==> config.mk <==
export PLATFORM = sky130hd
export DESIGN_NAME = debug_unit_flat
export DESIGN_NICKNAME = d
export VERILOG_FILES = /design/src/rtl/debug_pkg.sv /design/src/rtl/debug_unit_if.sv /design/src/rtl/debug_tx_serializer.sv /design/src/rtl/debug_unit.sv /design/src/flat_wrapper.sv
export SDC_FILE = /design/constraint.sdc
export NUM_CORES = 1
export LEC_CHECK = 0
export CAP_MARGIN = 20
export CORE_UTILIZATION = 46
export CTS_BUF_LIST = sky130_fd_sc_hd__clkbuf_8 sky130_fd_sc_hd__clkbuf_16
export DETAILED_ROUTE_END_ITERATION = 10
export GPL_TIMING_DRIVEN = 1
export PLACE_DENSITY = 0.77
export SLEW_MARGIN = 20
export SYNTH_ARGS = -nofsm -noshare
export SYNTH_HDL_FRONTEND = slang
export SYNTH_SLANG_ARGS = --single-unit
==> constraint.sdc <==
create_clock -name i_clk -period 18.4 [get_ports i_clk]
set_input_delay 3.68 -clock i_clk [delete_from_list [all_inputs] [get_ports i_clk]]
set_output_delay 3.68 -clock i_clk [all_outputs]
set_load 0.01 [all_outputs]
==> src/rtl/debug_pkg.sv <==
// Shared constants and state encoding for the MIPS debug unit.
package debug_pkg;

    // Host command bytes and the load acknowledge byte
    localparam logic [7:0] CMD_LOAD = 8'h4C;
    localparam logic [7:0] CMD_CONT = 8'h43;
    localparam logic [7:0] CMD_STEP = 8'h53;
    localparam logic [7:0] ACK_BYTE = 8'h4B;

    // Raw pipeline latch widths as presented by the core
    localparam int IF_ID_W  = 64;
    localparam int ID_EX_W  = 139;
    localparam int EX_MEM_W = 76;
    localparam int MEM_WB_W = 71;

    // Each latch is sent as a whole number of bytes, zero-extended at the top
    localparam int IF_ID_BYTES  = 8;
    localparam int ID_EX_BYTES  = 18;
    localparam int EX_MEM_BYTES = 10;
    localparam int MEM_WB_BYTES = 9;
    localparam int SNAP_BYTES   = IF_ID_BYTES + ID_EX_BYTES + EX_MEM_BYTES + MEM_WB_BYTES;
    localparam int SNAP_W       = SNAP_BYTES * 8;
    localparam int NUM_REGS     = 32;

    typedef enum logic [3:0] {
        ST_IDLE,
        ST_LOAD,
        ST_LOAD_WR,
        ST_ACK,
        ST_RUN,
        ST_STEP,
        ST_SNAP,
        ST_SNAP_TX,
        ST_REG_WAIT,
        ST_REG_TX,
        ST_MEM_WAIT,
        ST_MEM_TX,
        ST_FLUSH
    } state_t;

endpackage

==> src/rtl/debug_unit_if.sv <==
// Debug/program-load bus between the debug unit, the UART and the MIPS core.
interface debug_unit_if;
    import debug_pkg::*;

    logic [7:0]          i_rx_data;
    logic                i_rx_done;
    logic [7:0]          o_tx_data;
    logic                o_tx_start;
    logic                i_tx_done;
    logic                o_halt;
    logic                o_write_instruction_flag;
    logic [31:0]         o_instruction_to_write;
    logic [31:0]         o_address_to_write_inst;
    logic [IF_ID_W-1:0]  i_IF_ID_latch;
    logic [ID_EX_W-1:0]  i_ID_EX_latch;
    logic [EX_MEM_W-1:0] i_EX_MEM_latch;
    logic [MEM_WB_W-1:0] i_MEM_WB_latch;
    logic [4:0]          o_reg_read;
    logic [31:0]         i_reg_content;
    logic [31:0]         o_address_to_read_from_debug;
    logic [31:0]         i_mem_addr_content_to_debug;
    logic                i_program_end;

    // Debug unit side
    modport master (
        input  i_rx_data, i_rx_done, i_tx_done,
        input  i_IF_ID_latch, i_ID_EX_latch, i_EX_MEM_latch, i_MEM_WB_latch,
        input  i_reg_content, i_mem_addr_content_to_debug, i_program_end,
        output o_tx_data, o_tx_start, o_halt,
        output o_write_instruction_flag, o_instruction_to_write, o_address_to_write_inst,
        output o_reg_read, o_address_to_read_from_debug
    );

    // UART and core side
    modport slave (
        output i_rx_data, i_rx_done, i_tx_done,
        output i_IF_ID_latch, i_ID_EX_latch, i_EX_MEM_latch, i_MEM_WB_latch,
        output i_reg_content, i_mem_addr_content_to_debug, i_program_end,
        input  o_tx_data, o_tx_start, o_halt,
        input  o_write_instruction_flag, o_instruction_to_write, o_address_to_write_inst,
        input  o_reg_read, o_address_to_read_from_debug
    );

endinterface

==> src/rtl/debug_tx_serializer.sv <==
// One-byte-at-a-time UART transmit handshake: pulse start, hold data, wait for done.
module debug_tx_serializer (
    input  logic       clk,
    input  logic       rst,
    input  logic       start_req,
    input  logic [7:0] start_byte,
    input  logic       tx_done,
    output logic [7:0] tx_data,
    output logic       tx_start,
    output logic       busy
);

    // Launch a byte when idle; release busy on the transmitter's done pulse
    always_ff @(posedge clk) begin
        if (rst) begin
            busy     <= 1'b0;
            tx_start <= 1'b0;
            tx_data  <= 8'h00;
        end else begin
            tx_start <= 1'b0;
            if (!busy && start_req) begin
                tx_data  <= start_byte;
                tx_start <= 1'b1;
                busy     <= 1'b1;
            end else if (busy && !tx_start && tx_done) begin
                busy <= 1'b0;
            end
        end
    end

endmodule

==> src/rtl/debug_unit.sv <==
// Host-side debug controller: command decode, program load, run/step gating and state dump.
module debug_unit
    import debug_pkg::*;
#(
    parameter int          INST_MEM_WORDS = 256,
    parameter int          DUMP_MEM_WORDS = 32,
    parameter logic [31:0] HALT_INSTR     = 32'hFFFF_FFFF
) (
    input logic          i_clk,
    input logic          i_reset,
    debug_unit_if.master dbg
);

    localparam logic [31:0] LAST_PTR  = 32'(INST_MEM_WORDS - 1);
    localparam logic [15:0] LAST_REG  = 16'(NUM_REGS - 1);
    localparam logic [15:0] LAST_MEM  = 16'(DUMP_MEM_WORDS - 1);
    localparam logic [5:0]  LAST_SNAP = 6'(SNAP_BYTES - 1);

    state_t      state;
    logic [SNAP_W-1:0] snap;
    logic [5:0]  byte_cnt;
    logic [15:0] idx;
    logic [15:0] idx_n;
    logic [31:0] ptr;
    logic [23:0] load_word;
    logic [1:0]  load_cnt;
    logic        tx_busy;
    logic        send_req;
    logic [7:0]  send_byte;

    // Outgoing bytes always come from the top of the snapshot shifter, except the load ack
    assign send_req  = ((state == ST_ACK) || (state == ST_SNAP_TX) ||
                        (state == ST_REG_TX) || (state == ST_MEM_TX)) && !tx_busy;
    assign send_byte = (state == ST_ACK) ? ACK_BYTE : snap[SNAP_W-1 -: 8];
    assign idx_n     = idx + 16'd1;

    debug_tx_serializer u_tx (
        .clk        (i_clk),
        .rst        (i_reset),
        .start_req  (send_req),
        .start_byte (send_byte),
        .tx_done    (dbg.i_tx_done),
        .tx_data    (dbg.o_tx_data),
        .tx_start   (dbg.o_tx_start),
        .busy       (tx_busy)
    );

    // Main sequencer: decode commands, load program, gate halt, walk the dump sources
    always_ff @(posedge i_clk) begin
        if (i_reset) begin
            state                            <= ST_IDLE;
            dbg.o_halt                       <= 1'b1;
            dbg.o_write_instruction_flag     <= 1'b0;
            dbg.o_instruction_to_write       <= 32'h0;
            dbg.o_address_to_write_inst      <= 32'h0;
            dbg.o_reg_read                   <= 5'h0;
            dbg.o_address_to_read_from_debug <= 32'h0;
            ptr                              <= 32'h0;
            load_cnt                         <= 2'd0;
            byte_cnt                         <= 6'd0;
            idx                              <= 16'h0;
        end else begin
            dbg.o_write_instruction_flag <= 1'b0;
            case (state)
                ST_IDLE: begin
                    if (dbg.i_rx_done) begin
                        case (dbg.i_rx_data)
                            CMD_LOAD: begin
                                ptr      <= 32'h0;
                                load_cnt <= 2'd0;
                                state    <= ST_LOAD;
                            end
                            CMD_CONT: begin
                                if (dbg.i_program_end) begin
                                    state <= ST_SNAP;
                                end else begin
                                    dbg.o_halt <= 1'b0;
                                    state      <= ST_RUN;
                                end
                            end
                            CMD_STEP: begin
                                if (dbg.i_program_end) begin
                                    state <= ST_SNAP;
                                end else begin
                                    dbg.o_halt <= 1'b0;
                                    state      <= ST_STEP;
                                end
                            end
                            default: ;
                        endcase
                    end
                end
                ST_LOAD: begin
                    if (dbg.i_rx_done) begin
                        load_word <= {load_word[15:0], dbg.i_rx_data};
                        load_cnt  <= load_cnt + 2'd1;
                        if (load_cnt == 2'd3) begin
                            dbg.o_write_instruction_flag <= 1'b1;
                            dbg.o_instruction_to_write   <= {load_word, dbg.i_rx_data};
                            dbg.o_address_to_write_inst  <= {ptr[29:0], 2'b00};
                            state                        <= ST_LOAD_WR;
                        end
                    end
                end
                ST_LOAD_WR: begin
                    ptr      <= (ptr == LAST_PTR) ? 32'h0 : ptr + 32'h1;
                    load_cnt <= 2'd0;
                    if ((dbg.o_instruction_to_write == HALT_INSTR) || (ptr == LAST_PTR))
                        state <= ST_ACK;
                    else
                        state <= ST_LOAD;
                end
                ST_ACK: begin
                    if (send_req)
                        state <= ST_FLUSH;
                end
                ST_RUN: begin
                    if (dbg.i_program_end) begin
                        dbg.o_halt <= 1'b1;
                        state      <= ST_SNAP;
                    end
                end
                ST_STEP: begin
                    dbg.o_halt <= 1'b1;
                    state      <= ST_SNAP;
                end
                ST_SNAP: begin
                    snap <= {dbg.i_IF_ID_latch,
                             {(ID_EX_BYTES*8 - ID_EX_W){1'b0}},   dbg.i_ID_EX_latch,
                             {(EX_MEM_BYTES*8 - EX_MEM_W){1'b0}}, dbg.i_EX_MEM_latch,
                             {(MEM_WB_BYTES*8 - MEM_WB_W){1'b0}}, dbg.i_MEM_WB_latch};
                    byte_cnt <= 6'd0;
                    state    <= ST_SNAP_TX;
                end
                ST_SNAP_TX: begin
                    if (send_req) begin
                        snap     <= {snap[SNAP_W-9:0], 8'h00};
                        byte_cnt <= byte_cnt + 6'd1;
                        if (byte_cnt == LAST_SNAP) begin
                            idx            <= 16'h0;
                            dbg.o_reg_read <= 5'h0;
                            state          <= ST_REG_WAIT;
                        end
                    end
                end
                ST_REG_WAIT: begin
                    snap[SNAP_W-1 -: 32] <= dbg.i_reg_content;
                    byte_cnt             <= 6'd0;
                    state                <= ST_REG_TX;
                end
                ST_REG_TX: begin
                    if (send_req) begin
                        snap     <= {snap[SNAP_W-9:0], 8'h00};
                        byte_cnt <= byte_cnt + 6'd1;
                        if (byte_cnt == 6'd3) begin
                            if (idx == LAST_REG) begin
                                idx                              <= 16'h0;
                                dbg.o_address_to_read_from_debug <= 32'h0;
                                state                            <= ST_MEM_WAIT;
                            end else begin
                                idx            <= idx_n;
                                dbg.o_reg_read <= idx_n[4:0];
                                state          <= ST_REG_WAIT;
                            end
                        end
                    end
                end
                ST_MEM_WAIT: begin
                    snap[SNAP_W-1 -: 32] <= dbg.i_mem_addr_content_to_debug;
                    byte_cnt             <= 6'd0;
                    state                <= ST_MEM_TX;
                end
                ST_MEM_TX: begin
                    if (send_req) begin
                        snap     <= {snap[SNAP_W-9:0], 8'h00};
                        byte_cnt <= byte_cnt + 6'd1;
                        if (byte_cnt == 6'd3) begin
                            if (idx == LAST_MEM) begin
                                state <= ST_FLUSH;
                            end else begin
                                idx                              <= idx_n;
                                dbg.o_address_to_read_from_debug <= {14'h0, idx_n, 2'b00};
                                state                            <= ST_MEM_WAIT;
                            end
                        end
                    end
                end
                ST_FLUSH: begin
                    if (!tx_busy)
                        state <= ST_IDLE;
                end
                default: state <= ST_IDLE;
            endcase
        end
    end

endmodule

==> src/flat_wrapper.sv <==
// flat-port wrapper written by rule: the top's interface ports become plain ports
module debug_unit_flat import debug_pkg::*;
#(
    parameter int          INST_MEM_WORDS = 256,
    parameter int          DUMP_MEM_WORDS = 32,
    parameter logic [31:0] HALT_INSTR     = 32'hFFFF_FFFF
)
  (i_clk, i_reset, dbg_i_rx_data, dbg_i_rx_done, dbg_i_tx_done, dbg_i_IF_ID_latch, dbg_i_ID_EX_latch, dbg_i_EX_MEM_latch, dbg_i_MEM_WB_latch, dbg_i_reg_content, dbg_i_mem_addr_content_to_debug, dbg_i_program_end, dbg_o_tx_data, dbg_o_tx_start, dbg_o_halt, dbg_o_write_instruction_flag, dbg_o_instruction_to_write, dbg_o_address_to_write_inst, dbg_o_reg_read, dbg_o_address_to_read_from_debug);
  debug_unit_if dbg_i ();
  input logic i_clk;
  input logic i_reset;
  input wire logic [$bits(dbg_i.i_rx_data)-1:0] dbg_i_rx_data;
  input wire logic [$bits(dbg_i.i_rx_done)-1:0] dbg_i_rx_done;
  input wire logic [$bits(dbg_i.i_tx_done)-1:0] dbg_i_tx_done;
  input wire logic [$bits(dbg_i.i_IF_ID_latch)-1:0] dbg_i_IF_ID_latch;
  input wire logic [$bits(dbg_i.i_ID_EX_latch)-1:0] dbg_i_ID_EX_latch;
  input wire logic [$bits(dbg_i.i_EX_MEM_latch)-1:0] dbg_i_EX_MEM_latch;
  input wire logic [$bits(dbg_i.i_MEM_WB_latch)-1:0] dbg_i_MEM_WB_latch;
  input wire logic [$bits(dbg_i.i_reg_content)-1:0] dbg_i_reg_content;
  input wire logic [$bits(dbg_i.i_mem_addr_content_to_debug)-1:0] dbg_i_mem_addr_content_to_debug;
  input wire logic [$bits(dbg_i.i_program_end)-1:0] dbg_i_program_end;
  output wire logic [$bits(dbg_i.o_tx_data)-1:0] dbg_o_tx_data;
  output wire logic [$bits(dbg_i.o_tx_start)-1:0] dbg_o_tx_start;
  output wire logic [$bits(dbg_i.o_halt)-1:0] dbg_o_halt;
  output wire logic [$bits(dbg_i.o_write_instruction_flag)-1:0] dbg_o_write_instruction_flag;
  output wire logic [$bits(dbg_i.o_instruction_to_write)-1:0] dbg_o_instruction_to_write;
  output wire logic [$bits(dbg_i.o_address_to_write_inst)-1:0] dbg_o_address_to_write_inst;
  output wire logic [$bits(dbg_i.o_reg_read)-1:0] dbg_o_reg_read;
  output wire logic [$bits(dbg_i.o_address_to_read_from_debug)-1:0] dbg_o_address_to_read_from_debug;
  assign dbg_i.i_rx_data = dbg_i_rx_data;
  assign dbg_i.i_rx_done = dbg_i_rx_done;
  assign dbg_i.i_tx_done = dbg_i_tx_done;
  assign dbg_i.i_IF_ID_latch = dbg_i_IF_ID_latch;
  assign dbg_i.i_ID_EX_latch = dbg_i_ID_EX_latch;
  assign dbg_i.i_EX_MEM_latch = dbg_i_EX_MEM_latch;
  assign dbg_i.i_MEM_WB_latch = dbg_i_MEM_WB_latch;
  assign dbg_i.i_reg_content = dbg_i_reg_content;
  assign dbg_i.i_mem_addr_content_to_debug = dbg_i_mem_addr_content_to_debug;
  assign dbg_i.i_program_end = dbg_i_program_end;
  assign dbg_o_tx_data = dbg_i.o_tx_data;
  assign dbg_o_tx_start = dbg_i.o_tx_start;
  assign dbg_o_halt = dbg_i.o_halt;
  assign dbg_o_write_instruction_flag = dbg_i.o_write_instruction_flag;
  assign dbg_o_instruction_to_write = dbg_i.o_instruction_to_write;
  assign dbg_o_address_to_write_inst = dbg_i.o_address_to_write_inst;
  assign dbg_o_reg_read = dbg_i.o_reg_read;
  assign dbg_o_address_to_read_from_debug = dbg_i.o_address_to_read_from_debug;
  debug_unit #(.INST_MEM_WORDS(INST_MEM_WORDS), .DUMP_MEM_WORDS(DUMP_MEM_WORDS), .HALT_INSTR(HALT_INSTR)) u_core (.i_clk(i_clk), .i_reset(i_reset), .dbg(dbg_i));
endmodule
==> flow_summary_export.csv, run 1 <==
group,metric,value,unit
synthesis,synth_top_area_share,0.493,
synthesis,synth_ff_type,"edfxtp_1",
floorplanning,dieArea,0.0517,mm^2
worst_setup_path,critPathCapture,"u_core.snap[237]",
synthesis,synth.area.mux_share,0.00476,
cts,htree_levels,2,
worst_setup_path,cpMostUsedCell,"buf_4",
detailed_routing,vias,19200,
sta,tns,0,ns
sta,fin_crit_sh,0.354,
global_route,grt_use_total,0.265,
synthesis,synth_top_family_by_area,"simple AND/OR/NAND/NOR gates",
synthesis,yosys.area_share.simple,0.255,
cells_and_area,final_cell_area,0.0309,mm^2
synthesis,synth-async-reset-ratio,0,
placed_design,hpwlAfterDp,49.8,mm
global_route,grt_pass1_wl,103,mm
cells_and_area,syn2layout_area_growth,32.3,%
worst_setup_path,rr_worst_depth,8,
detailed_routing,drt_iter0_drc,2122,
worst_setup_path,critical_path_class,"input port to register",
cts,postCtsHoldBufs,0,
run_status,status,"completed",
detailed_routing,drc_errors,0,
floorplanning,core,0.0502,mm^2
synthesis,synth.area.top_cells,"edfxtp_1 (49%), nand2_1 (18%), dfxtp_1 (13%)",
placed_design,placed_area,0.0290,mm^2
sta,finClkSkew,0.0196,ns
power,p_per_area,84.3,mW/mm^2
worst_setup_path,worstPathArrival,6.75,ns
detailed_routing,avgRoutedWirePerCell,19.4,um
global_route,grt_max_degree,153,
worst_setup_path,regToRegSetupSlack,13.43,ns
synthesis,synth_top_area_cell,"edfxtp_1",
synthesis,netlist_instances,2424,
synthesis,synth-edff-count,384,
sta,worst_pin_slew,1.05,ns
worst_setup_path,reg2reg_to,"u_core.snap[237]",
placed_design,portBuffers,520,
sta,whs,0.445,ns
cts,clock_sinks,539,
hold_path,hp-class,"register to register",
worst_setup_path,cp.required,18.63,ns
cells_and_area,layout.nets,3306,
detailed_routing,firstDrtPassIters,8,
sta,rsz0062_at_grt,"false",
sta,slew_headroom,0.300,
worst_setup_path,startpoint,"i_reset",
worst_setup_path,worstSetupEndpointType,"register",
synthesis,syn_area,0.0234,mm^2
global_route,antenna_found_initial,32,
sta,maxClockFrequency,153,MHz
synthesis,avgSynthCellArea,9.64,um^2
worst_setup_path,r2r_start,"u_core.state[2]",
sta,finalSetupViolations,0,
floorplanning,die_y,227,um
global_route,grt_overflow,0,
sta,setup_ws,11.88,ns
sta,slew_violations,0,
detailed_routing,drt-total-wl,70.1,mm
power,power,2.61,mW
worst_setup_path,cp_max_fo,152,
detailed_routing,postRouteAntennaNets,0,
power,max-vdd-ir-drop,0.0762,mV
cts,numCtsBuffers,54,
floorplanning,rows,82,
cts,root_buffer,"clkbuf_16",
detailed_routing,drt-vias-per-instance,5.31,
synthesis,synth_fa_ha_area_frac,0.00268,
cts,insertion_delay,0.61,ns
worst_setup_path,crit_buf_inv,4,
global_route,grt_pass1_vias,18500,
worst_setup_path,slowest_delay,0.80,ns
cts,cts_setup_buffers,0,
synthesis,ys_warn_count,0,
cts,path_clk_slew,0.06,ns
worst_setup_path,worst-path-stages,5,
synthesis,yosysSeqAreaShare,0.626,
sta,period_needed,6.52,ns
worst_setup_path,crit_path_start_kind,"input port",
power,p_leak,11.5,nW
synthesis,synthXorXnorAreaFrac,0.0154,
cts,cts_resized,0,
floorplanning,ios,539,
worst_setup_path,cp_top_family,"buffers and inverters",
cts,cts_tree,"built",
synthesis,synth_common_cells,"nand2_1 (1115), edfxtp_1 (384), dfxtp_1 (155), a21oi_1 (131), nor2_1 (120)",
worst_setup_path,path_cells,"buf_4 -> nor2_4 -> buf_6 -> buf_4 -> buf_12",
synthesis,synth_cell_type_count,71,
cts,clock_path_buffers,3,
placed_design,place_congestion,0.915,
floorplanning,die_width,227,um
cells_and_area,final_layout_size_suffix_gt1_frac,0.0490,
synthesis,synth-seq-cells,539,
synthesis,synth_compound_area_frac,0.0628,
job,max_cap_violations,0,
worst_setup_path,cpMaxStageDelayCell,"buf_4",
synthesis,yosysMostFrequentCell,"nand2_1",
sta,timing.final.hold_violations,0,
placed_design,dp_worst_setup_slack,10.97,ns
floorplanning,initial_utilization,0.466,
[through the flow]
| step | utilization | cells |
|---|---|---|
| after floorplan | - | 2441 |
| after CTS | 0.614 | 3589 |
| after detailed placement | 0.577 | 3489 |
| final | 0.616 | 3613 |
| after global routing | 0.616 | 3606 |
| after global placement | 0.577 | 3488 |
[cell families (layout without fill, tap and decap cells)]
family	Yosys count	after routing
AND/OR/NAND/NOR	1422	1422
AO/OA/AOI/OAI	230	230
adder cells (fa/ha/maj)	5	5
other	1	41
multiplexers	11	11
buffers and inverters	175	652
XOR/XNOR	41	41
flip-flops	539	539
[layer usage]
layer	wire length, um	global-route usage	share of wire
met5	158	0	0.0023
met3	6920	0.0689	0.099
met4	3060	0.133	0.044
met2	34000	0.434	0.49
met1	26000	0.323	0.37
[worst min path at each step]
stage,endpoint,start,slack (ns),cells after the start
floorplan,u_core.load_word[10],u_core.load_word[2],0.43,0
global placement,u_core.load_word[20],u_core.load_word[12],0.43,0
detailed placement,u_core.load_word[12],u_core.load_word[4],0.44,0
CTS,u_core.load_word[12],u_core.load_word[4],0.45,0
global route,u_core.load_word[12],u_core.load_word[4],0.45,0
finish,u_core.load_word[12],u_core.load_word[4],0.44,0
[placed cells by master (no fill, tap or decap), types with 3 or more instances in the layout]
master           count
nand2b_1             7
conb_1              18
nand2_1           1115
clkbuf_8             3
clkbuf_16           58
edfxtp_1           384
and4_1               3
clkdlybuf4s50_1    519
and2_1              24
ha_1                 5
dfxtp_1            155
nor3_1              16
nor2_1             117
bufinv_16            8
nor4_2              12
o211ai_1             5
diode_2             23
o21ai_1              6
a22oi_1              3
or3_1               12
clkinv_2            10
nor2b_1              3
a222oi_1            32
a21oi_1            131
a311oi_1             5
a31oi_1              5
nand4_1             25
xor2_1              14
nor4_1              15
nand3_1             32
clkinv_1             7
buf_4               16
o21ai_0             22
and3_1               5
xnor2_1             27
inv_1               25
nand4_2              3
mux2i_1             10
[layout make-up]
class | count | area (um^2)
fill | 3992 | 19300
sequential | 539 | 14600
multi-input combinational | 1727 | 8080
timing repair buffer | 539 | 5380
clock buffer | 61 | 1490
tap | 672 | 841
clock inverter | 39 | 377
antenna | 23 | 57.6
inverter | 13 | 48.8
[report_power, final]
part,leakage (nW),switching [mW],total [mW],internal [mW]
combinational,5.84,0.0541,0.149,0.0953
sequential,4.70,0.000548,1.30,1.30
clock,0.973,0.470,1.16,0.690
total,11.5,0.525,2.61,2.08
[sequential cells by signal, summed over array words and instances (netlist names)]
register	count
u_core.byte_cnt	6
u_core.dbg.o_address_to_read_from_debug	16
u_core.dbg.o_address_to_write_inst	30
u_core.dbg.o_halt	1
u_core.dbg.o_instruction_to_write	32
u_core.dbg.o_reg_read	5
u_core.dbg.o_write_instruction_flag	1
u_core.idx	16
u_core.load_cnt	2
u_core.load_word	24
u_core.ptr	32
u_core.snap	360
u_core.state	4
u_core.u_tx.busy	1
u_core.u_tx.tx_data	8
u_core.u_tx.tx_start	1
Power figures use the tool's default switching activity.
==> inputs of run 2 (changes only) <==
- clock period: 18.4 -> 5.3 ns (I/O delays scaled with it)
==> run 2 against run 1 <==
Sequential share of layout area down 0.16 points. Sequential power rose to 3.5 times the previous value. Die area unchanged. Count of clock-buffer cells in the layout unchanged. First-iteration DRC count down 9.3%. Global-route usage up 0.33 points. Critical path type is now register to register. Highest routed layer unchanged.
==> flow_summary_export.csv, run 2 (synthesis results as in run 1) <==
group,metric,value,unit
run_status,status,"completed",
sta,slew_headroom,0.359,
global_route,grt_overflow,0,
detailed_routing,drt-total-wl,70.3,mm
cells_and_area,largest_reg_flops,360,
detailed_routing,firstDrtPassIters,8,
cts,cts_resized,0,
cells_and_area,final_cell_mix,"nand2_1 (1115), clkdlybuf4s50_1 (519), edfxtp_1 (384)",
sta,timing.final.hold_violations,0,
cells_and_area,top_regs,"u_core.snap: 360 flops, u_core.dbg.o_instruction_to_write: 32 flops, u_core.ptr: 32 flops",
detailed_routing,drc_errors,0,
power,power,8.88,mW
worst_setup_path,slowest_delay,0.82,ns
job,max_cap_violations,0,
placed_design,place_congestion,0.909,
global_route,grt_use_total,0.268,
sta,period_needed,3.49,ns
global_route,grt_pass1_wl,105,mm
floorplanning,initial_utilization,0.466,
cells_and_area,final_common_cell,"nand2_1",
floorplanning,die_width,227,um
power,p_leak,11.6,nW
worst_setup_path,cp_max_fo,85,
cells_and_area,final_layout_size_suffix_gt1_frac,0.0509,
floorplanning,die_y,227,um
cts,cts_setup_buffers,0,
floorplanning,dieArea,0.0517,mm^2
worst_setup_path,cpMaxStageDelayCell,"dfxtp_1",
cts,clock_sinks,539,
detailed_routing,drt_iter0_drc,1924,
sta,finalSetupViolations,0,
power,max-vdd-ir-drop,0.290,mV
cts,numCtsBuffers,56,
floorplanning,core,0.0502,mm^2
floorplanning,rows,82,
worst_setup_path,path_cells,"nor2b_1 -> o21a_4 -> buf_12 -> nand2_1 -> a21o_1 -> a311oi_1",
sta,fin_crit_sh,0.659,
cts,cts_tree,"built",
worst_setup_path,crit_buf_inv,1,
sta,setup_ws,1.81,ns
global_route,grt_pass1_vias,18400,
hold_path,hp-class,"register to register",
sta,whs,0.447,ns
sta,tns,0,ns
worst_setup_path,worstSetupEndpointType,"register",
cts,path_clk_slew,0.06,ns
sta,maxClockFrequency,286,MHz
sta,slew_violations,0,
cts,insertion_delay,0.61,ns
placed_design,portBuffers,520,
placed_design,dp_worst_setup_slack,1.55,ns
worst_setup_path,crit_path_start_kind,"register",
cts,clock_path_buffers,3,
cells_and_area,final_cell_area,0.0310,mm^2
cells_and_area,top_register,"u_core.snap",
placed_design,placed_area,0.0292,mm^2
cells_and_area,syn2layout_area_growth,32.7,%
global_route,grt_max_degree,180,
cells_and_area,layout.nets,3316,
global_route,antenna_found_initial,21,
worst_setup_path,critical_path_class,"register to register",
detailed_routing,vias,19200,
sta,worst_pin_slew,0.954,ns
floorplanning,ios,539,
sta,finClkSkew,0.0145,ns
cts,postCtsHoldBufs,0,
power,p_per_area,286,mW/mm^2
detailed_routing,drt-vias-per-instance,5.31,
cts,htree_levels,2,
worst_setup_path,cp_top_family,"compound AO/OA/AOI/OAI gates",
detailed_routing,postRouteAntennaNets,0,
placed_design,hpwlAfterDp,50.6,mm
worst_setup_path,worstPathArrival,3.99,ns
detailed_routing,avgRoutedWirePerCell,19.4,um
worst_setup_path,cp.required,5.80,ns
sta,rsz0062_at_grt,"false",
cts,root_buffer,"clkbuf_16",
## run 2: layer usage
| metal | global-route usage | routed length, um |
|---|---|---|
| met1 | 0.329 | 27300 |
| met5 | 0 | 135 |
| met2 | 0.454 | 35000 |
| met3 | 0.0680 | 5900 |
| met4 | 0.0987 | 1910 |
## run 2: stage by stage
| step | utilization | std cells |
|---|---|---|
| floorplan | - | 2441 |
| global placement | 0.581 | 3496 |
| detailed placement | 0.581 | 3497 |
| CTS | 0.617 | 3600 |
| global route | 0.618 | 3612 |
| finish | 0.618 | 3615 |
## run 2: final timing paths
path                             start                   end  slack [ns]  depth (start not counted)
hold reg to reg   u_core.load_word[11]  u_core.load_word[19]        0.45                          0
setup / recovery       u_core.state[3]    u_core.byte_cnt[4]        1.81                          6
hold / removal    u_core.load_word[11]  u_core.load_word[19]        0.45                          0
setup reg to reg       u_core.state[3]    u_core.byte_cnt[4]        1.81                          6
## run 2: cell type report
| cell class | count | area [um^2] |
|---|---|---|
| Antenna cell | 14 | 35.0 |
| Clock buffer | 61 | 1500 |
| Fill cell | 4061 | 19200 |
| Inverter | 13 | 48.8 |
| Clock inverter | 42 | 292 |
| Timing Repair Buffer | 547 | 5580 |
| Sequential cell | 539 | 14600 |
| Multi-Input combinational cell | 1727 | 8090 |
| Tap cell | 672 | 841 |
## run 2: power breakdown
part	leakage (nW)	switching [mW]	internal, mW
Sequential	4.70	0.00206	4.50
Combinational	5.92	0.179	0.330
Clock	0.952	1.64	2.22
==> inputs of run 3 (changes only) <==
- CORE_UTILIZATION: 46 -> 51
- PLACE_DENSITY: 0.77 -> 0.81
- clock period: 5.3 -> 3.61 ns (I/O delays scaled with it)
==> run 3 against run 2 <==
Cell count shrank 1.5%. Die area shrank 9.7%. Setup slack lost 1.1 ns. Sequential share of layout area shrank 0.070 points. Hold slack gained 0.00068 ns. Flip-flop and latch count is the same. Combinational power grew 46%. Utilization grew 6.8 points. Clock skew grew 0.0051 ns. Critical endpoint is now u_core.snap[97]. Largest power group unchanged.
==> flow_summary_export.csv, run 3 (synthesis results as in run 1) <==
group,metric,value,unit
power,p_leak,11.6,nW
worst_setup_path,cp_max_fo,38,
floorplanning,core,0.0453,mm^2
cts,postCtsHoldBufs,0,
cts,htree_levels,2,
cells_and_area,final_cell_area,0.0311,mm^2
worst_setup_path,critical_path_class,"register to register",
floorplanning,dieArea,0.0467,mm^2
hold_path,holdCritStartpoint,"u_core.load_word[10]",
floorplanning,die_y,216,um
sta,worst_pin_slew,0.884,ns
floorplanning,ios,539,
detailed_routing,postRouteAntennaNets,0,
cts,numCtsBuffers,56,
cells_and_area,top_regs,"u_core.snap: 360 flops, u_core.dbg.o_instruction_to_write: 32 flops, u_core.ptr: 32 flops",
sta,maxClockFrequency,349,MHz
cells_and_area,final_cell_mix,"nand2_1 (1115), clkdlybuf4s50_1 (519), edfxtp_1 (384)",
cells_and_area,final_common_cell,"nand2_1",
sta,setup_ws,0.747,ns
cts,clock_sinks,539,
worst_setup_path,cp.required,3.85,ns
placed_design,dp_worst_setup_slack,0.285,ns
sta,tns,0,ns
power,p_per_area,426,mW/mm^2
run_status,status,"completed",
detailed_routing,drt-total-wl,69.6,mm
cells_and_area,layout.nets,3324,
cells_and_area,largest_reg_flops,360,
placed_design,hpwlAfterDp,49.8,mm
detailed_routing,drt_iter0_drc,2047,
global_route,grt_overflow,0,
detailed_routing,vias,19400,
hold_path,hp-class,"register to register",
cells_and_area,fill_cells,3373,
placed_design,placed_area,0.0291,mm^2
cts,clock_path_buffers,3,
cts,cts_resized,0,
sta,slew_violations,0,
sta,rsz0062_at_grt,"false",
sta,finalSetupViolations,0,
sta,period_needed,2.86,ns
global_route,grt_use_total,0.291,
sta,whs,0.448,ns
worst_setup_path,r2r_start,"u_core.state[1]",
worst_setup_path,startpoint,"u_core.state[1]",
cts,cts_setup_buffers,0,
placed_design,portBuffers,520,
sta,timing.final.hold_violations,0,
power,power,13.2,mW
cts,insertion_delay,0.61,ns
worst_setup_path,crit_path_start_kind,"register",
detailed_routing,firstDrtPassIters,8,
global_route,antenna_found_initial,27,
floorplanning,die_width,216,um
worst_setup_path,worstSetupEndpointType,"register",
sta,slew_headroom,0.406,
detailed_routing,drt-vias-per-instance,5.45,
cells_and_area,top_register,"u_core.snap",
detailed_routing,avgRoutedWirePerCell,19.6,um
worst_setup_path,worstPathArrival,3.10,ns
job,max_cap_violations,0,
detailed_routing,drc_errors,0,
cells_and_area,syn2layout_area_growth,32.9,%
global_route,grt_pass1_wl,105,mm
placed_design,place_congestion,0.926,
cts,root_buffer,"clkbuf_16",
cts,path_clk_slew,0.06,ns
floorplanning,initial_utilization,0.516,
sta,finClkSkew,0.0196,ns
sta,fin_crit_sh,0.793,
global_route,grt_max_degree,150,
global_route,grt_pass1_vias,18800,
cells_and_area,final_layout_size_suffix_gt1_frac,0.0538,
floorplanning,rows,78,
cts,cts_tree,"built",
power,max-vdd-ir-drop,0.429,mV
==> run 3: cell types whose count changed in the layout (fill, tap and decap cells not counted), moves of 3 or more <==
cell and change:
buf_4 +10, clkbuf_8 +3, clkbuf_16 +3, clkinv_2 -8
diode_2 +6
==> run 3: layer usage <==
metal  routed length [um]  vias to the layer above  track usage
met4                 2410                       12        0.120
li1                     -                     9139            -
met2                35000                      888        0.500
met3                 5650                      149       0.0626
met5                   80                        -            0
met1                26500                     9211        0.355
==> run 3: cell type report <==
| class | instances | area (um^2) | area share |
|---|---|---|---|
| inverters | 13 | 48.8 | 0.00157 |
| diodes | 20 | 50.0 | 0.00161 |
| repair buffers | 555 | 5600 | 0.180 |
| clock inverters | 38 | 278 | 0.00894 |
| flip-flops and latches | 539 | 14600 | 0.471 |
| clock buffers | 67 | 1620 | 0.0522 |
| well taps | 600 | 751 | 0.0242 |
| multi-input cells | 1727 | 8080 | 0.260 |
==> run 3: final timing paths <==
path                          endpoint  slack (ns)  depth (start not counted)
setup reg to reg       u_core.snap[97]        0.75                          7
hold reg to reg   u_core.load_word[18]        0.45                          0
hold / removal    u_core.load_word[18]        0.45                          0
setup / recovery       u_core.snap[97]        0.75                          7
==> run 3: power by group <==
| group | total (mW) | leakage (nW) | switching (mW) | internal (mW) |
|---|---|---|---|---|
| Clock | 5.88 | 0.994 | 2.42 | 3.46 |
| Sequential | 6.61 | 4.70 | 0.00225 | 6.61 |
| Combinational | 0.747 | 5.95 | 0.260 | 0.487 |
| Total | 13.2 | 11.6 | 2.68 | 10.6 |
==> run 3: stage by stage <==
step,util,instances
floorplan,-,2441
global placement,0.643,3434
detailed placement,0.643,3434
CTS,0.685,3539
global route,0.686,3555
finish,0.686,3559
==> run 3: critical path, cell delays in order, from the launching register on <==
cell     delay [ns]
dfxtp_1        0.83
and3b_1        0.43
nor2_1         0.08
nor2_1         0.10
a31oi_1        0.08
nor2_4         0.21
buf_12         0.22
buf_4          0.48
